**config.mk**
```make
export PLATFORM = sky130hd
export DESIGN_NAME = student_i2s_transceiver
export DESIGN_NICKNAME = d
export VERILOG_FILES = /design/src/rtl/student_i2s_transceiver.sv
export SDC_FILE = /design/constraint.sdc
export NUM_CORES = 1
export LEC_CHECK = 0
export CAP_MARGIN = 15
export CELL_PAD_IN_SITES_DETAIL_PLACEMENT = 1
export CELL_PAD_IN_SITES_GLOBAL_PLACEMENT = 1
export CORE_ASPECT_RATIO = 2
export CORE_MARGIN = 2
export CORE_UTILIZATION = 25
export CTS_CLUSTER_DIAMETER = 150
export CTS_CLUSTER_SIZE = 8
export DETAILED_ROUTE_END_ITERATION = 6
export GPL_TIMING_DRIVEN = 1
export PLACE_DENSITY = 0.56
export SLEW_MARGIN = 10
export SYNTH_ARGS = -nofsm -noshare
export SYNTH_HDL_FRONTEND = slang
export SYNTH_SLANG_ARGS = --single-unit
```
**constraint.sdc**
```tcl
create_clock -name clk_i -period 4.6 [get_ports clk_i]
set_input_delay 0.69 -clock clk_i [delete_from_list [all_inputs] [get_ports clk_i]]
set_output_delay 0.69 -clock clk_i [all_outputs]
set_load 0.005 [all_outputs]
```
**src/rtl/student_i2s_transceiver.sv**
```systemverilog
// Master-mode I2S serial port for the ADAU1761 codec (codec serial port runs as slave).
// Generates BCLK and LRCLK from clk_i, serialises DAC sample pairs and deserialises
// ADC sample pairs. All logic runs on clk_i; BCLK edges are clock-enable events.
//
// Ports:
//   clk_i, rst_ni           system clock, asynchronous active-low reset
//   en_i                    run enable (codec init done)
//   bclk_o, lrclk_o         bit clock and word select (0 = left, 1 = right)
//   sdata_o / sdata_i       DAC serial data out / ADC serial data in (pre-synchronised)
//   tx_l_i, tx_r_i          DAC sample pair, accepted on tx_valid_i && tx_ready_o
//   tx_ready_o              holding register empty
//   tx_underrun_o           1-cycle pulse: frame started without a new DAC pair
//   rx_l_o, rx_r_o          last received ADC pair
//   rx_valid_o              1-cycle pulse when rx_l_o/rx_r_o are updated
module student_i2s_transceiver #(
  parameter int unsigned DATA_W   = 24,
  parameter int unsigned SLOT_W   = 32,
  parameter int unsigned BCLK_DIV = 16
) (
  input  logic              clk_i,
  input  logic              rst_ni,
  input  logic              en_i,
  output logic              bclk_o,
  output logic              lrclk_o,
  output logic              sdata_o,
  input  logic              sdata_i,
  input  logic [DATA_W-1:0] tx_l_i,
  input  logic [DATA_W-1:0] tx_r_i,
  input  logic              tx_valid_i,
  output logic              tx_ready_o,
  output logic              tx_underrun_o,
  output logic [DATA_W-1:0] rx_l_o,
  output logic [DATA_W-1:0] rx_r_o,
  output logic              rx_valid_o
);

  localparam int unsigned FrameBits = 2 * SLOT_W;
  localparam int unsigned BitW      = $clog2(FrameBits);
  localparam int unsigned DivW      = $clog2(BCLK_DIV);
  localparam logic [DivW-1:0] DivLast = DivW'(BCLK_DIV - 1);
  localparam logic [BitW-1:0] BitLast = BitW'(FrameBits - 1);

  // Word select leads the slot by one bit (I2S one-bit delay).
  function automatic logic lr_of(input logic [BitW-1:0] b);
    int unsigned bi;
    bi = 32'(b);
    return (bi >= SLOT_W - 1) && (bi <= FrameBits - 2);
  endfunction

  // Serial bit for frame position b: MSB first, zero padding after DATA_W bits.
  function automatic logic tx_bit(input logic [BitW-1:0]   b,
                                  input logic [DATA_W-1:0] l,
                                  input logic [DATA_W-1:0] r);
    int unsigned      bi;
    int unsigned      k;
    logic [DATA_W-1:0] w;
    bi = 32'(b);
    if (bi >= SLOT_W) begin
      k = bi - SLOT_W;
      w = r;
    end else begin
      k = bi;
      w = l;
    end
    if (k >= DATA_W) begin
      return 1'b0;
    end
    w = w << k;
    return w[DATA_W-1];
  endfunction

  logic              en_q;
  logic [DivW-1:0]   div_q, div_d;
  logic              bclk_q, bclk_d;
  logic [BitW-1:0]   bit_q, bit_d;
  logic              lrclk_q, lrclk_d;
  logic              sdata_q, sdata_d;
  logic [DATA_W-1:0] hold_l_q, hold_l_d, hold_r_q, hold_r_d;
  logic              hold_full_q, hold_full_d;
  logic [DATA_W-1:0] tx_word_l_q, tx_word_l_d, tx_word_r_q, tx_word_r_d;
  logic              underrun_q, underrun_d;
  logic [DATA_W-1:0] rx_l_sh_q, rx_l_sh_d, rx_r_sh_q, rx_r_sh_d;
  logic [DATA_W-1:0] rx_l_q, rx_l_d, rx_r_q, rx_r_d;
  logic              rx_valid_q, rx_valid_d;

  logic        start, tick, rise, fall, frame_start;
  logic        cur_right;
  int unsigned cur_k;

  always_comb begin
    cur_right = 32'(bit_q) >= SLOT_W;
    cur_k     = cur_right ? 32'(bit_q) - SLOT_W : 32'(bit_q);

    start       = en_i && !en_q;
    tick        = en_i && (div_q == DivLast);
    rise        = tick && !bclk_q;
    fall        = tick && bclk_q;
    frame_start = start || (fall && (bit_q == BitLast));

    div_d       = div_q;
    bclk_d      = bclk_q;
    bit_d       = bit_q;
    lrclk_d     = lrclk_q;
    sdata_d     = sdata_q;
    hold_l_d    = hold_l_q;
    hold_r_d    = hold_r_q;
    hold_full_d = hold_full_q;
    tx_word_l_d = tx_word_l_q;
    tx_word_r_d = tx_word_r_q;
    underrun_d  = 1'b0;
    rx_l_sh_d   = rx_l_sh_q;
    rx_r_sh_d   = rx_r_sh_q;
    rx_l_d      = rx_l_q;
    rx_r_d      = rx_r_q;
    rx_valid_d  = 1'b0;

    if (!en_i) begin
      // Stop the link; holding register and last RX pair survive.
      div_d     = '0;
      bclk_d    = 1'b0;
      bit_d     = '0;
      lrclk_d   = 1'b0;
      sdata_d   = 1'b0;
      rx_l_sh_d = '0;
      rx_r_sh_d = '0;
    end else begin
      div_d = tick ? '0 : div_q + 1'b1;
      if (tick) begin
        bclk_d = !bclk_q;
      end

      if (start) begin
        bit_d = '0;
      end else if (fall) begin
        bit_d = (bit_q == BitLast) ? '0 : bit_q + 1'b1;
      end

      // The holding register keeps its data after being emptied, so copying it
      // unconditionally repeats the previous pair on underrun.
      if (frame_start) begin
        tx_word_l_d = hold_l_q;
        tx_word_r_d = hold_r_q;
        hold_full_d = 1'b0;
        underrun_d  = !hold_full_q;
      end

      if (start || fall) begin
        lrclk_d = lr_of(bit_d);
        sdata_d = tx_bit(bit_d, tx_word_l_d, tx_word_r_d);
      end

      if (rise && (cur_k < DATA_W)) begin
        if (cur_right) begin
          rx_r_sh_d    = rx_r_sh_q << 1;
          rx_r_sh_d[0] = sdata_i;
          if (cur_k == DATA_W - 1) begin
            rx_l_d     = rx_l_sh_q;
            rx_r_d     = rx_r_sh_d;
            rx_valid_d = 1'b1;
          end
        end else begin
          rx_l_sh_d    = rx_l_sh_q << 1;
          rx_l_sh_d[0] = sdata_i;
        end
      end
    end

    // Handshake last: a load coinciding with frame start refills the register
    // right after its old content moved to the shifter.
    if (tx_valid_i && !hold_full_q) begin
      hold_l_d    = tx_l_i;
      hold_r_d    = tx_r_i;
      hold_full_d = 1'b1;
    end
  end

  always_ff @(posedge clk_i or negedge rst_ni) begin
    if (!rst_ni) begin
      en_q        <= 1'b0;
      div_q       <= '0;
      bclk_q      <= 1'b0;
      bit_q       <= '0;
      lrclk_q     <= 1'b0;
      sdata_q     <= 1'b0;
      hold_l_q    <= '0;
      hold_r_q    <= '0;
      hold_full_q <= 1'b0;
      tx_word_l_q <= '0;
      tx_word_r_q <= '0;
      underrun_q  <= 1'b0;
      rx_l_sh_q   <= '0;
      rx_r_sh_q   <= '0;
      rx_l_q      <= '0;
      rx_r_q      <= '0;
      rx_valid_q  <= 1'b0;
    end else begin
      en_q        <= en_i;
      div_q       <= div_d;
      bclk_q      <= bclk_d;
      bit_q       <= bit_d;
      lrclk_q     <= lrclk_d;
      sdata_q     <= sdata_d;
      hold_l_q    <= hold_l_d;
      hold_r_q    <= hold_r_d;
      hold_full_q <= hold_full_d;
      tx_word_l_q <= tx_word_l_d;
      tx_word_r_q <= tx_word_r_d;
      underrun_q  <= underrun_d;
      rx_l_sh_q   <= rx_l_sh_d;
      rx_r_sh_q   <= rx_r_sh_d;
      rx_l_q      <= rx_l_d;
      rx_r_q      <= rx_r_d;
      rx_valid_q  <= rx_valid_d;
    end
  end

  assign bclk_o        = bclk_q;
  assign lrclk_o       = lrclk_q;
  assign sdata_o       = sdata_q;
  assign tx_ready_o    = !hold_full_q;
  assign tx_underrun_o = underrun_q;
  assign rx_l_o        = rx_l_q;
  assign rx_r_o        = rx_r_q;
  assign rx_valid_o    = rx_valid_q;

endmodule

```
# Word level (Yosys, flattened, before mapping)

Cells that the tools add are included.

Bits in registers: 208
Logic and storage cells: 97

Add/sub/neg operators: 4
$lt $le $gt $ge: 6
Equal/unequal tests: 8
Shifts and indexed selects: 1
Muxes and demuxes: 42
Reduce and logical (&&, ||, !) cells: 19

Operators with widths:

| operator                                               | count |
|---|---|
| 2-to-1 mux 24 bit                                      | 8 |
| 2-to-1 mux 32 bit                                      | 4 |
| 2-to-1 mux 23 bit                                      | 3 |
| == test 32 x 5 -> 1 bit (second input constant)        | 1 |
| >= comparator 32 x 5 -> 1 bit (second input constant)  | 1 |
| < comparator 32 x 5 -> 1 bit (second input constant)   | 1 |
| left shift 24 x 32 -> 24 bit                           | 1 |
| 2-to-1 mux 6 bit                                       | 5 |
| 2-to-1 mux 1 bit                                       | 20 |
| subtractor 6 x 6 -> 7 bit (second input constant)      | 2 |
| >= comparator 6 bit (second input constant)            | 2 |
| logical AND 1 bit                                      | 8 |
| 2-to-1 mux 4 bit                                       | 2 |
| != test 2 x 1 -> 1 bit (second input constant)         | 4 |
| adder 6 x 1 -> 6 bit (second input constant)           | 1 |
| == test 6 bit (second input constant)                  | 1 |
| >= comparator 6 x 5 -> 1 bit (second input constant)   | 1 |
| less-or-equal comparator 6 bit (second input constant) | 1 |
| AND reduction 2 bit                                    | 3 |
| adder 4 x 1 -> 4 bit (second input constant)           | 1 |
| == test 4 bit (second input constant)                  | 1 |
| AND reduction 4 bit                                    | 1 |
| nonzero test 2 bit                                     | 2 |
| zero test 1 bit                                        | 3 |
| other kinds (2)                                        | 3 |

# Depth between registers and ports, before layout

Word-level depth: 17
Mapped depth: 12
Depth with buffers taken out: 10

# Worst setup path before layout

Ideal clock, no wire load.

Path type: in2reg
From: input en_i
To: register sdata_q, in the netlist sdata_o
Setup time: 95 ps
Data arrival time: 2638 ps
Required time: 4505 ps
Setup slack: 1866 ps
Stages: 8
Path through: buf_2 -> nand2_1 -> nor3_2 -> mux2_2 -> a2111oi_2 -> nor4b_1 -> or4_1 -> o32ai_2

Cells in the longest elaborated chain, start to end: 16
Elaborated cells on any way between the ends: 28
Classes of those cells: add/sub: 1; order compare: 2; eq/ne: 1; shift: 1; mux: 17; reduce/logical: 6

Ends and longest elaborated chain:

| item                                                                    | RTL line | RTL |
|---|---|---|
| start, declared                                                         | 22       | `input logic en_i,` |
| logical AND 1 bit                                                       | 95       | `tick = en_i && (div_q == DivLast);` |
| logical AND 1 bit                                                       | 97       | `fall = tick && bclk_q;` |
| 2-to-1 mux 6 bit                                                        | 134      | `end else if (fall) begin` |
| 2-to-1 mux 6 bit                                                        | 132      | `if (start) begin` |
| 2-to-1 mux 6 bit                                                        | 117      | `if (!en_i) begin` |
| subtractor 6 x 6 -> 7 bit / >= comparator 6 bit (equally long branches) | 59, 58   |  |
| 2-to-1 mux 32 bit                                                       | 58       | `if (bi >= SLOT_W) begin` |
| 2-to-1 mux 32 bit                                                       | 147      | `if (start \|\| fall) begin` |
| 2-to-1 mux 32 bit                                                       | 117      |  |
| >= comparator 32 x 5 -> 1 bit                                           | 65       | `if (k >= DATA_W) begin` |
| 2-to-1 mux 1 bit                                                        | 65       |  |
| 2-to-1 mux 1 bit                                                        | 147      |  |
| 2-to-1 mux 1 bit                                                        | 117      |  |
| 2-to-1 mux 1 bit                                                        | 68       | `w = w << k;` |
| 2-to-1 mux 1 bit                                                        | 147      |  |
| 2-to-1 mux 1 bit                                                        | 117      |  |
| end signal, assigned                                                    | 202      | `sdata_q <= sdata_d;` |
| end, declared                                                           | 77       | `logic sdata_q, sdata_d;` |

Parallel ways exist; a longest one is shown, timed or not. The select of a mux whose other input is x is not followed.
A chain may end at the register's enable or synchronous reset.

# Final worst setup path

From: register bit_q[0]
To: register sdata_q, in the netlist sdata_o

Cells in the longest elaborated chain, start to end: 16
Elaborated cells on any way between the ends: 26
Classes of those cells: add/sub: 2; order compare: 2; eq/ne: 1; shift: 1; mux: 18; reduce/logical: 2

Ends and longest elaborated chain:

| item                                                                    | RTL line | RTL |
|---|---|---|
| start, declared                                                         | 75       | `logic [BitW-1:0] bit_q, bit_d;` |
| start signal, assigned                                                  | 200      | `bit_q <= bit_d;` |
| adder 6 x 1 -> 6 bit / == test 6 bit (equally long branches)            | 135, 98  |  |
| 2-to-1 mux 6 bit                                                        | 135      | `bit_d = (bit_q == BitLast) ? '0 : bit_q + 1'b1;` |
| 2-to-1 mux 6 bit                                                        | 134      |  |
| 2-to-1 mux 6 bit                                                        | 132      |  |
| 2-to-1 mux 6 bit                                                        | 117      |  |
| subtractor 6 x 6 -> 7 bit / >= comparator 6 bit (equally long branches) | 59, 58   |  |
| 2-to-1 mux 32 bit                                                       | 58       |  |
| 2-to-1 mux 32 bit                                                       | 147      |  |
| 2-to-1 mux 32 bit                                                       | 117      |  |
| >= comparator 32 x 5 -> 1 bit                                           | 65       |  |
| 2-to-1 mux 1 bit                                                        | 65       |  |
| 2-to-1 mux 1 bit                                                        | 147      |  |
| 2-to-1 mux 1 bit                                                        | 117      |  |
| 2-to-1 mux 1 bit *                                                      | 68       |  |
| 2-to-1 mux 1 bit *                                                      | 147      |  |
| 2-to-1 mux 1 bit *                                                      | 117      |  |

Mark *: on every way between the ends. The rest lies on a longest branch, timed or not. The select of a mux whose other input is x is not followed.

==> flow_summary.yaml <==
global_route:
  grt_max_degree: 85
  grt_pass1_vias: 7029
  grt_pass1_wl_mm: 41.0
  grtUsageTotal_pct: 13.8
  grt.overflow.total: 0
  antenna_found_initial: 0
cells_and_area:
  final_common_cell: "nand2_1"
  final_core_util_pct: 31.5
  syn_to_final_growth_pct: 24.4
  layout_common_cells: "nand2_1 (212), dfrtp_1 (208), clkdlybuf4s50_1 (104)"
  finalNetCount: 967
  antenna_cells: 0
  layout.cells.non_filler: 1359
  nFillCells: 3918
  drive_gt1_share_pct: 18.9
  final_cell_area_um2: 11300
detailed_routing:
  drt_iter0_drc: 185
  met3WireLength_mm: 1.07
  routed_wl_mm: 25.8
  met1_length_mm: 8.95
  top_layer: "met4"
  wl_met2_mm: 14.6
  detail_route.vias_per_cell: 4.68
  drt_first_pass_iters: 4
  ant_nets: 0
  wl_per_cell_um: 19.0
  dr_total_vias: 6363
  remaining_drc_errors: 0
power:
  combPwrFrac_pct: 11.7
  p_clk_share_pct: 39.0
  ir_drop_mv: 0.251
  p_switching_mw: 1.23
  power_leakage_nw: 4.97
  powerDensity_nw_per_um2: 423
  seq_power_share_pct: 49.2
  p_int_mw: 3.53
  p_sw_share_pct: 25.9
  power_mw: 4.76
die:
  die_h_um: 273
  rows: 98
  io_pins: 107
  die_x_um: 139
  initial_core_util_pct: 25.4
  die_area_um2: 37800
  core_region_area_um2: 35700
cts:
  numCtsBuffers: 29
  postCtsResizedCells: 0
  cts_buffer_depth: 3
  cts_setup_buffers: 0
  cts-root-buf: "clkbuf_16"
  cts.sinks: 208
  clk_latency_ps: 550
  cts.hold.buffers_added: 0
  cts_tree: "done"
  h-tree-depth: 1
  clk_pin_slew_ps: 60
critical_path:
  cp-endpoint: "sdata_o$_DFFE_PN0P_"
  rr_worst_depth: 10
  crit_start: "bit_q[0]$_DFF_PN0_"
  r2r_start: "bit_q[0]$_DFF_PN0_"
  crit_chain: "ha_1 -> a21o_1 -> a41o_1 -> nor2_4 -> inv_1 -> nand3_1 -> a211oi_1 -> nor4b_1 -> or4_1 -> o32ai_2"
  cp_slowest_stage_delay_ps: 550
  path_class: "reg2reg"
  cp.depth: 10
  critPathSlowestCell: "or4_1"
  cp_max_fo: 21
  r2r-end: "sdata_o$_DFFE_PN0P_"
  cp.arrival_ps: 4010
  endpoint_kind: "flip-flop"
  setup.worst_path.start_class: "flip-flop"
  crit_required_ps: 5050
  r2r_slack_ps: 1050
  worst-path-buf-inv: 1
  cpLargestDelayFamily: "simple AND/OR/NAND/NOR gates"
logic_synthesis:
  yosysWarnings: 0
  synthFlopType: "dfrtp_1"
  synth_edf_count: 0
  ys_types: 67
  synth_fp_nets: 867
  netlist_instances: 810
  ys_ff_latch: 208
  netlist_area_um2: 9050
  post_synth.cell_area_avg_um2: 11.2
  async_flop_share_pct: 100
  synth_seq_area_share_pct: 57.5
timing:
  worst_pin_slew_ps: 1130
  whs_ps: 180
  relSlewSlack_pct: 24.8
  min_period_over_period_pct: 77.2
  timing.final.ws_setup_ps: 1050
  finalSetupViolCount: 0
  hold_viol_final: 0
  final.min_clock_period_ps: 3550
  fmax_ghz: 0.281
  finalMaxSlewViolations: 0
  fin_skew_ps: 13.4
  setup-tns-final_ps: 0
  rsz0062_at_grt: "no"
placed_design:
  place_ws_ps: 923
  placed_area_um2: 10500
  io_buffers: 106
  placed_cells: 1329
  gp_congestion: 0.857
  dp_hpwl_mm: 18.2
run_status:
  status: "completed"
job:
  max-cap-violations: 0
worst_hold_path:
  min_path_type: "in2async"
registers in the layout (all words and copies together), names as in the netlist, 4 cells and up:
signal       flops
rx_l_o          24
tx_word_r_q     24
div_q            4
hold_l_q        24
rx_r_o          24
hold_r_q        24
bit_q            6
tx_word_l_q     24
rx_r_sh_q       23
rx_l_sh_q       24
cell families after synthesis:
| group | synth area share, % |
|---|---|
| fa+ha+maj | 0.553 |
| xor+xnor | 0.290 |
| mux | 13.7 |
| simple gates | 14.2 |
| buf+inv | 3.54 |
| flops | 57.5 |
| compound gates | 10.2 |
layer usage:
metal	GRT usage, %	vias up
li1	-	2971
met1	13.6	3212
met2	27.1	124
met5	0	-
met3	2.54	56
met4	7.09	0
cell usage after synthesis (3+ instances only):
cell / instances / share of area [%]
a211oi_1: 7 / 0.58
a21boi_0: 3 / 0.25
a21o_1: 7 / 0.58
a21oi_1: 9 / 0.50
a31oi_1: 6 / 0.41
a41oi_1: 3 / 0.29
and2_1: 10 / 0.69
and3_1: 4 / 0.28
buf_1: 12 / 0.50
buf_2: 4 / 0.22
buf_6: 7 / 0.87
clkbuf_1: 22 / 0.91
clkbuf_8: 3 / 0.46
dfrtp_1: 208 / 57
ha_1: 4 / 0.55
inv_1: 10 / 0.41
mux2_2: 101 / 13
mux2i_1: 10 / 1.1
nand2_1: 212 / 8.8
nand3_1: 19 / 1.1
nand3b_1: 3 / 0.25
nand4_1: 5 / 0.35
nor2_1: 9 / 0.37
nor2_4: 3 / 0.37
nor2b_1: 3 / 0.21
nor3_1: 7 / 0.39
o211ai_1: 4 / 0.33
o21ai_0: 64 / 3.5
power by group through the flow:
stage / logic (mW) / registers (mW) / clock network (mW)
CTS: 0.578 / 2.36 / 1.94
global placement: 0.560 / 2.38 / 0
finish: 0.559 / 2.34 / 1.86
global route: 0.634 / 2.38 / 2.00
floorplan: 0.395 / 2.26 / 0
detailed placement: 0.576 / 2.38 / 0
worst min-delay path by stage:
stage	to	slack, ps	depth (start not counted)
5_1_grt	rx_l_o[15]$_DFFE_PN0P_	220	1
6_report	rx_l_o[15]$_DFFE_PN0P_	180	1
4_1_cts	rx_l_o[15]$_DFFE_PN0P_	200	1
3_5_place_dp	tx_word_l_q[6]$_DFFE_PN0P_	460	2
2_1_floorplan	bclk_o$_DFFE_PN0P_	390	0
3_3_place_gp	tx_word_l_q[4]$_DFFE_PN0P_	450	2
layout make-up:
type	count	area (um2)	area share, %
Timing Repair Buffer	119	1170	10.4
Tap cell	450	563	5.00
Clock inverter	1	8.76	0.0778
Inverter	10	37.5	0.333
Sequential cell	208	5200	46.2
Clock buffer	29	726	6.45
Multi-Input combinational cell	542	3550	31.5
(Power assumes the default switching activity.)
